`src/rtl/decode_if.sv`:
```
// Fetch-to-execute handshake bundle for the decode stage.
// The master side drives fetch inputs and execute ready; the slave side is the decode stage.
interface decode_if;
  logic        in_valid;
  logic        in_ready;
  logic [31:0] in_inst;
  logic [31:0] in_pc;
  logic        flush;
  logic        out_valid;
  logic        out_ready;
  logic [31:0] out_pc;
  logic [5:0]  out_opcode;
  logic [3:0]  out_rd;
  logic [3:0]  out_rs;
  logic [3:0]  out_rt;
  logic [17:0] out_imm18;
  logic [21:0] out_md22;
  logic [1:0]  out_fmt;
  logic        out_illegal;

  modport master (
    output in_valid, in_inst, in_pc, flush, out_ready,
    input  in_ready, out_valid, out_pc, out_opcode, out_rd, out_rs, out_rt,
           out_imm18, out_md22, out_fmt, out_illegal
  );

  modport slave (
    input  in_valid, in_inst, in_pc, flush, out_ready,
    output in_ready, out_valid, out_pc, out_opcode, out_rd, out_rs, out_rt,
           out_imm18, out_md22, out_fmt, out_illegal
  );
endinterface

```
`src/rtl/decode_stage.sv`:
```
// Decode pipeline stage: two-entry skid buffer between fetch and execute,
// with field slicing of the presented word and a saturating output-stall counter.
module decode_stage #(
  parameter int STALL_W = 16
) (
  input  logic               clk,
  input  logic               rst_n,
  decode_if.slave            bus,
  output logic [STALL_W-1:0] stall_cnt
);

  typedef struct packed {
    logic        valid;
    logic [31:0] pc;
    logic [31:0] inst;
  } entry_t;

  entry_t main_q;
  entry_t skid_q;

  logic accept;
  logic release_w;

  // in_ready depends only on registered state so fetch never sees a path from out_ready.
  assign bus.in_ready = ~skid_q.valid;
  assign accept       = bus.in_valid & ~skid_q.valid;
  assign release_w    = main_q.valid & bus.out_ready;

  // NOTE: both entries are reset in full (not just valid) so all out_* fields read 0 in reset.
  always_ff @(posedge clk or negedge rst_n) begin
    if (!rst_n) begin
      main_q <= '0;
      skid_q <= '0;
    end else if (bus.flush) begin
      // NOTE: non-blocking assignments keep every register update order-independent.
      main_q.valid <= 1'b0;
      skid_q.valid <= 1'b0;
    end else begin
      if (!main_q.valid || release_w) begin
        if (skid_q.valid) begin
          main_q       <= skid_q;
          skid_q.valid <= 1'b0;
        end else if (accept) begin
          main_q <= '{valid: 1'b1, pc: bus.in_pc, inst: bus.in_inst};
        end else begin
          main_q.valid <= 1'b0;
        end
      end else if (accept) begin
        skid_q <= '{valid: 1'b1, pc: bus.in_pc, inst: bus.in_inst};
      end
    end
  end

  // Stall cycles keep counting through a flush; only reset clears them.
  always_ff @(posedge clk or negedge rst_n) begin
    if (!rst_n) begin
      stall_cnt <= '0;
    end else if (main_q.valid && !bus.out_ready && stall_cnt != '1) begin
      stall_cnt <= stall_cnt + STALL_W'(1);
    end
  end

  assign bus.out_valid   = main_q.valid;
  assign bus.out_pc      = main_q.pc;
  assign bus.out_opcode  = main_q.inst[31:26];
  assign bus.out_rd      = main_q.inst[25:22];
  assign bus.out_rs      = main_q.inst[21:18];
  assign bus.out_rt      = main_q.inst[17:14];
  assign bus.out_imm18   = main_q.inst[17:0];
  assign bus.out_md22    = main_q.inst[21:0];
  assign bus.out_fmt     = main_q.inst[31:30];
  assign bus.out_illegal = main_q.valid & (main_q.inst[31:30] == 2'b11);

endmodule

```
`src/flat_wrapper.sv`:
```
// flat-port wrapper written by rule: the top's interface ports become plain ports
module decode_stage_flat 
#(
  parameter int STALL_W = 16
)
  (clk, rst_n, stall_cnt, bus_in_valid, bus_in_inst, bus_in_pc, bus_flush, bus_out_ready, bus_in_ready, bus_out_valid, bus_out_pc, bus_out_opcode, bus_out_rd, bus_out_rs, bus_out_rt, bus_out_imm18, bus_out_md22, bus_out_fmt, bus_out_illegal);
  decode_if bus_i ();
  input  logic clk;
  input  logic rst_n;
  output logic [STALL_W-1:0] stall_cnt;
  input wire logic [$bits(bus_i.in_valid)-1:0] bus_in_valid;
  input wire logic [$bits(bus_i.in_inst)-1:0] bus_in_inst;
  input wire logic [$bits(bus_i.in_pc)-1:0] bus_in_pc;
  input wire logic [$bits(bus_i.flush)-1:0] bus_flush;
  input wire logic [$bits(bus_i.out_ready)-1:0] bus_out_ready;
  output wire logic [$bits(bus_i.in_ready)-1:0] bus_in_ready;
  output wire logic [$bits(bus_i.out_valid)-1:0] bus_out_valid;
  output wire logic [$bits(bus_i.out_pc)-1:0] bus_out_pc;
  output wire logic [$bits(bus_i.out_opcode)-1:0] bus_out_opcode;
  output wire logic [$bits(bus_i.out_rd)-1:0] bus_out_rd;
  output wire logic [$bits(bus_i.out_rs)-1:0] bus_out_rs;
  output wire logic [$bits(bus_i.out_rt)-1:0] bus_out_rt;
  output wire logic [$bits(bus_i.out_imm18)-1:0] bus_out_imm18;
  output wire logic [$bits(bus_i.out_md22)-1:0] bus_out_md22;
  output wire logic [$bits(bus_i.out_fmt)-1:0] bus_out_fmt;
  output wire logic [$bits(bus_i.out_illegal)-1:0] bus_out_illegal;
  assign bus_i.in_valid = bus_in_valid;
  assign bus_i.in_inst = bus_in_inst;
  assign bus_i.in_pc = bus_in_pc;
  assign bus_i.flush = bus_flush;
  assign bus_i.out_ready = bus_out_ready;
  assign bus_in_ready = bus_i.in_ready;
  assign bus_out_valid = bus_i.out_valid;
  assign bus_out_pc = bus_i.out_pc;
  assign bus_out_opcode = bus_i.out_opcode;
  assign bus_out_rd = bus_i.out_rd;
  assign bus_out_rs = bus_i.out_rs;
  assign bus_out_rt = bus_i.out_rt;
  assign bus_out_imm18 = bus_i.out_imm18;
  assign bus_out_md22 = bus_i.out_md22;
  assign bus_out_fmt = bus_i.out_fmt;
  assign bus_out_illegal = bus_i.out_illegal;
  decode_stage #(.STALL_W(STALL_W)) u_core (.clk(clk), .rst_n(rst_n), .bus(bus_i), .stall_cnt(stall_cnt));
endmodule
```
`config.mk`:
```
export PLATFORM = sky130hd
export DESIGN_NAME = decode_stage_flat
export DESIGN_NICKNAME = d
export VERILOG_FILES = /design/src/rtl/decode_if.sv /design/src/rtl/decode_stage.sv /design/src/flat_wrapper.sv
export SDC_FILE = /design/constraint.sdc
export NUM_CORES = 1
export LEC_CHECK = 0
export ABC_AREA = 1
export BUFFER_PORTS_ARGS = -buffer_cell sky130_fd_sc_hd__buf_4
export CORE_MARGIN = 4
export CORE_UTILIZATION = 45
export DETAILED_ROUTE_END_ITERATION = 16
export GPL_TIMING_DRIVEN = 0
export PLACE_DENSITY = 0.73
export SYNTH_ARGS = -nofsm -noshare
export SYNTH_HDL_FRONTEND = slang
export SYNTH_SLANG_ARGS = --single-unit
```
`constraint.sdc`:
```
create_clock -name clk -period 1.4 [get_ports clk]
set_input_delay 0.14 -clock clk [delete_from_list [all_inputs] [get_ports clk]]
set_output_delay 0.14 -clock clk [all_outputs]
set_load 0.1 [all_outputs]
```
==> results_dict.tcl <==
set metrics [dict create \
    status "finished, violations left" \
    violations "negative setup slack" \
    grt_pass1_wl_um 29600 \
    synth_seq_cells 146 \
    power_leakage_uw 0.00550 \
    grt_max_degree 77 \
    synth_cells 808 \
    synthAdderAreaFrac_pct 0.187 \
    ios 180 \
    sw_frac_of_total_pct 43.2 \
    vias 6437 \
    firstDrtPassIters 5 \
    hp-start "bus_in_inst[29]" \
    drtIter0Drc 455 \
    first_global_vias 5963 \
    clock-root-buffer "clkbuf_16" \
    min_period_ns 1.59 \
    clk_latency_ns 0.42 \
    die_h_um 130 \
    seq_area_frac_synth_pct 54.7 \
    p_clk_share_pct 26.2 \
    cp_max_fo 9 \
    syn_area_per_cell_sq_um 8.26 \
    cellPowerDensity_nw_per_um2 1610 \
    die_area_sq_um 16800 \
    report.final.slew_viol_count 0 \
    rsz0062_at_grt "true" \
    postLayoutSetupSlackWorst_ns -0.190 \
    die_width_um 130 \
    row_count 44 \
    critical_path_arrival_ns 1.89 \
    ant_nets 0 \
    max_slew_margin_pct 56.3 \
    yosysUniqueCellTypes 24 \
    place_area_sq_um 8440 \
    hold_viol 0 \
    drc 0 \
    place_hpwl_um 12000 \
    startpoint_type "flip-flop" \
    portBuffers 179 \
    layout.nets 1173 \
    r2r_start "u_core.bus.out_valid" \
    drive_gt1_share_pct 43.9 \
    synth_top_family_by_area "simple AND/OR/NAND/NOR gates" \
    synth-simple-area-share_pct 17.7 \
    cts-htree-levels 4 \
    crit_chain "inv_4 > nor2_4 > inv_4 > nor2_4 > nand3_4 > buf_12 > clkbuf_16 > nand2_1 > o21ai_1" \
    min_path_type "primary input to flip-flop" \
    yosysTopAreaCell "dfrtp_1" \
    yosysWarnings 0 \
    setup_viol_count_final 139 \
    critPathKind "flip-flop to flip-flop" \
    postLayoutCoreUtil_pct 75.1 \
    yosys-top-cells-count "nand2_1 (261), dfrtp_1 (146), o21ai_0 (132)" \
    finalWirelength_um 20200 \
    whs_path_depth 3 \
    cp.required_ns 1.70 \
    area_delta_synth_final_pct 63.6 \
    syn_area_sq_um 6670 \
    min_to "u_core.skid_q[29]" \
    max_freq_ghz 0.629 \
    cts_buffers 17 \
    coreArea_sq_um 14500 \
    viasPerCell 4.95 \
    clock-sinks 146 \
    synth_nets 878 \
    synth-async-reset-ratio_pct 100 \
    r2r_cells 9 \
    antenna_found_initial 0 \
    wl_per_cell_um 15.5 \
    synth_edf_count 0 \
    cp-end-kind "flip-flop" \
    cts.path.max_buffers 2 \
    synthTopCellsByArea "dfrtp_1 (55%), nand2_1 (15%), o21ai_0 (9.9%)" \
    finalInstanceArea_sq_um 10900 \
    muxShareOfSynthArea_pct 0 \
    slowest_stage "dfrtp_4" \
    overflow 0 \
    power.internal_uw 10000 \
    max_stage_delay_ns 0.42 \
    r2r-end "u_core.skid_q[14]" \
    r2r_setup_slack_ns -0.19 \
    synthXorXnorAreaFrac_pct 0.656 \
    cts_tree "built" \
    start_util_pct 45.9 \
    yosys.area.top_type_share_pct 54.7 \
    place_congestion 0.795 \
    p_seq_share_pct 32.6 \
    p_switching_uw 7600 \
    clkTransAtPathRegs_ns 0.06 \
    max_slew.worst_pin.slew_ns 0.655 \
    yosysMostFrequentCell "nand2_1" \
    synth-compound-area-share_pct 15.2 \
    period_share_pct 114 \
    p_comb_share_pct 41.1 \
    grt_usage_pct 22.2 \
    drv_cap 0 \
    clock-skew-final_ns 0.00982 \
    synth_ff_type "dfrtp_1" \
    worst_ir_drop_vdd_mv 1.84 \
    diodes 0 \
]
[repair_timing]
action	in CTS	in global routing
setup buffers	16	13
pin swaps	9	8
cloned	6	6
hold buffers	56	0
setup endpoints to repair	143	148
resized for setup	148	136
hold endpoints to repair	125	0
[power groups by stage]
stage / Clock [uW] / Sequential [uW] / Combinational [uW]
after CTS: 4700 / 5610 / 6860
after global placement: 0 / 5650 / 6330
final: 4620 / 5750 / 7240
after floorplan: 0 / 8380 / 2220
after detailed placement: 0 / 5670 / 6410
after global routing: 4890 / 5830 / 7560
[how the worst max path moves through the flow]
| stage | cells after the start | start | endpoint |
|---|---|---|---|
| floorplan | 10 | u_core.stall_cnt[1] | u_core.stall_cnt[3] |
| global placement | 1 | rst_n | u_core.stall_cnt[0] |
| detailed placement | 8 | u_core.bus.out_valid | u_core.bus.out_pc[27] |
| CTS | 9 | u_core.bus.out_valid | u_core.bus.out_md22[21] |
| global route | 9 | u_core.bus.out_valid | u_core.skid_q[38] |
| finish | 9 | u_core.bus.out_valid | u_core.skid_q[14] |
[cell families (layout without fill, tap and decap cells)]
logic type | after synthesis | after routing
DFF | 146 | 146
and+or+nand+nor | 299 | 299
xor gates and xnor gates | 5 | 5
buffers and inverters | 155 | 463
AOI/OAI and AO/OA | 202 | 202
adders and majority gates | 1 | 1
[cells in the final DEF, fill, tap and decap left out, types with 4 or more instances in the layout]
master           n
inv_1           77
o21ai_0         90
dfrtp_4         10
buf_16           6
nand2_2         59
dfrtp_1        105
nand4_1          4
buf_8           12
buf_12          13
nand2_1        185
buf_6           21
buf_4          216
inv_2            4
clkbuf_2        11
nand3_1          5
clkbuf_1         5
o21ai_1         76
nor2_4           8
clkbuf_16       25
nor2_1          14
clkinv_2         4
o21ai_2         32
dfrtp_2         31
nand2_4         18
dlygate4sd3_1   56
[registers in the layout, summed over array words and instances (netlist names)]
signal,flops
u_core.stall_cnt,16
u_core.bus.out_valid,1
u_core.bus.out_pc,32
u_core.bus.out_rd,4
u_core.bus.out_fmt,2
u_core.bus.out_opcode,4
u_core.skid_q,65
u_core.bus.out_imm18,18
u_core.bus.out_md22,4
[final cells by class]
type,instances,area [sq um]
buffer,70,692
clock buffer,22,464
clock inverter,10,135
fill,1022,3620
inverter,84,325
multi-input combinational,507,2740
sequential,146,3730
tap,184,230
timing repair buffer,277,2610
[critical path: cells and delay by family (launching register included)]
kind	cells	cell delay [ns]
AND/OR/NAND/NOR	4	0.50
buffers and inverters	4	0.47
flip-flops	1	0.42
AO/OA/AOI/OAI	1	0.07
[stage by stage]
stage / worst slack (ns) / hold WS (ns) / total power, uW / cells / setup TNS [ns]
2_1_floorplan: -0.239 / -0.156 / 10600 / 808 / -27.10
3_3_place_gp: -0.746 / 0.309 / 12000 / 1171 / -103.37
3_5_place_dp: -0.348 / 0.191 / 12100 / 1172 / -30.29
4_1_cts: -0.134 / 0.000380 / 17200 / 1281 / -11.46
5_1_grt: -0.244 / 0.00308 / 18300 / 1300 / -25.07
6_report: -0.190 / 0.0117 / 17600 / 1300 / -15.80
[layer usage]
metal  vias to the layer above  wire (um)  GRT usage [%]
met5                         -          0              0
met4                         0        354           6.85
met3                        30       1120           4.63
met2                       211      10300           37.0
met1                      3057       8430           29.3
li1                       3139          -              -
Note: power is estimated with default switching activity, not from simulation.
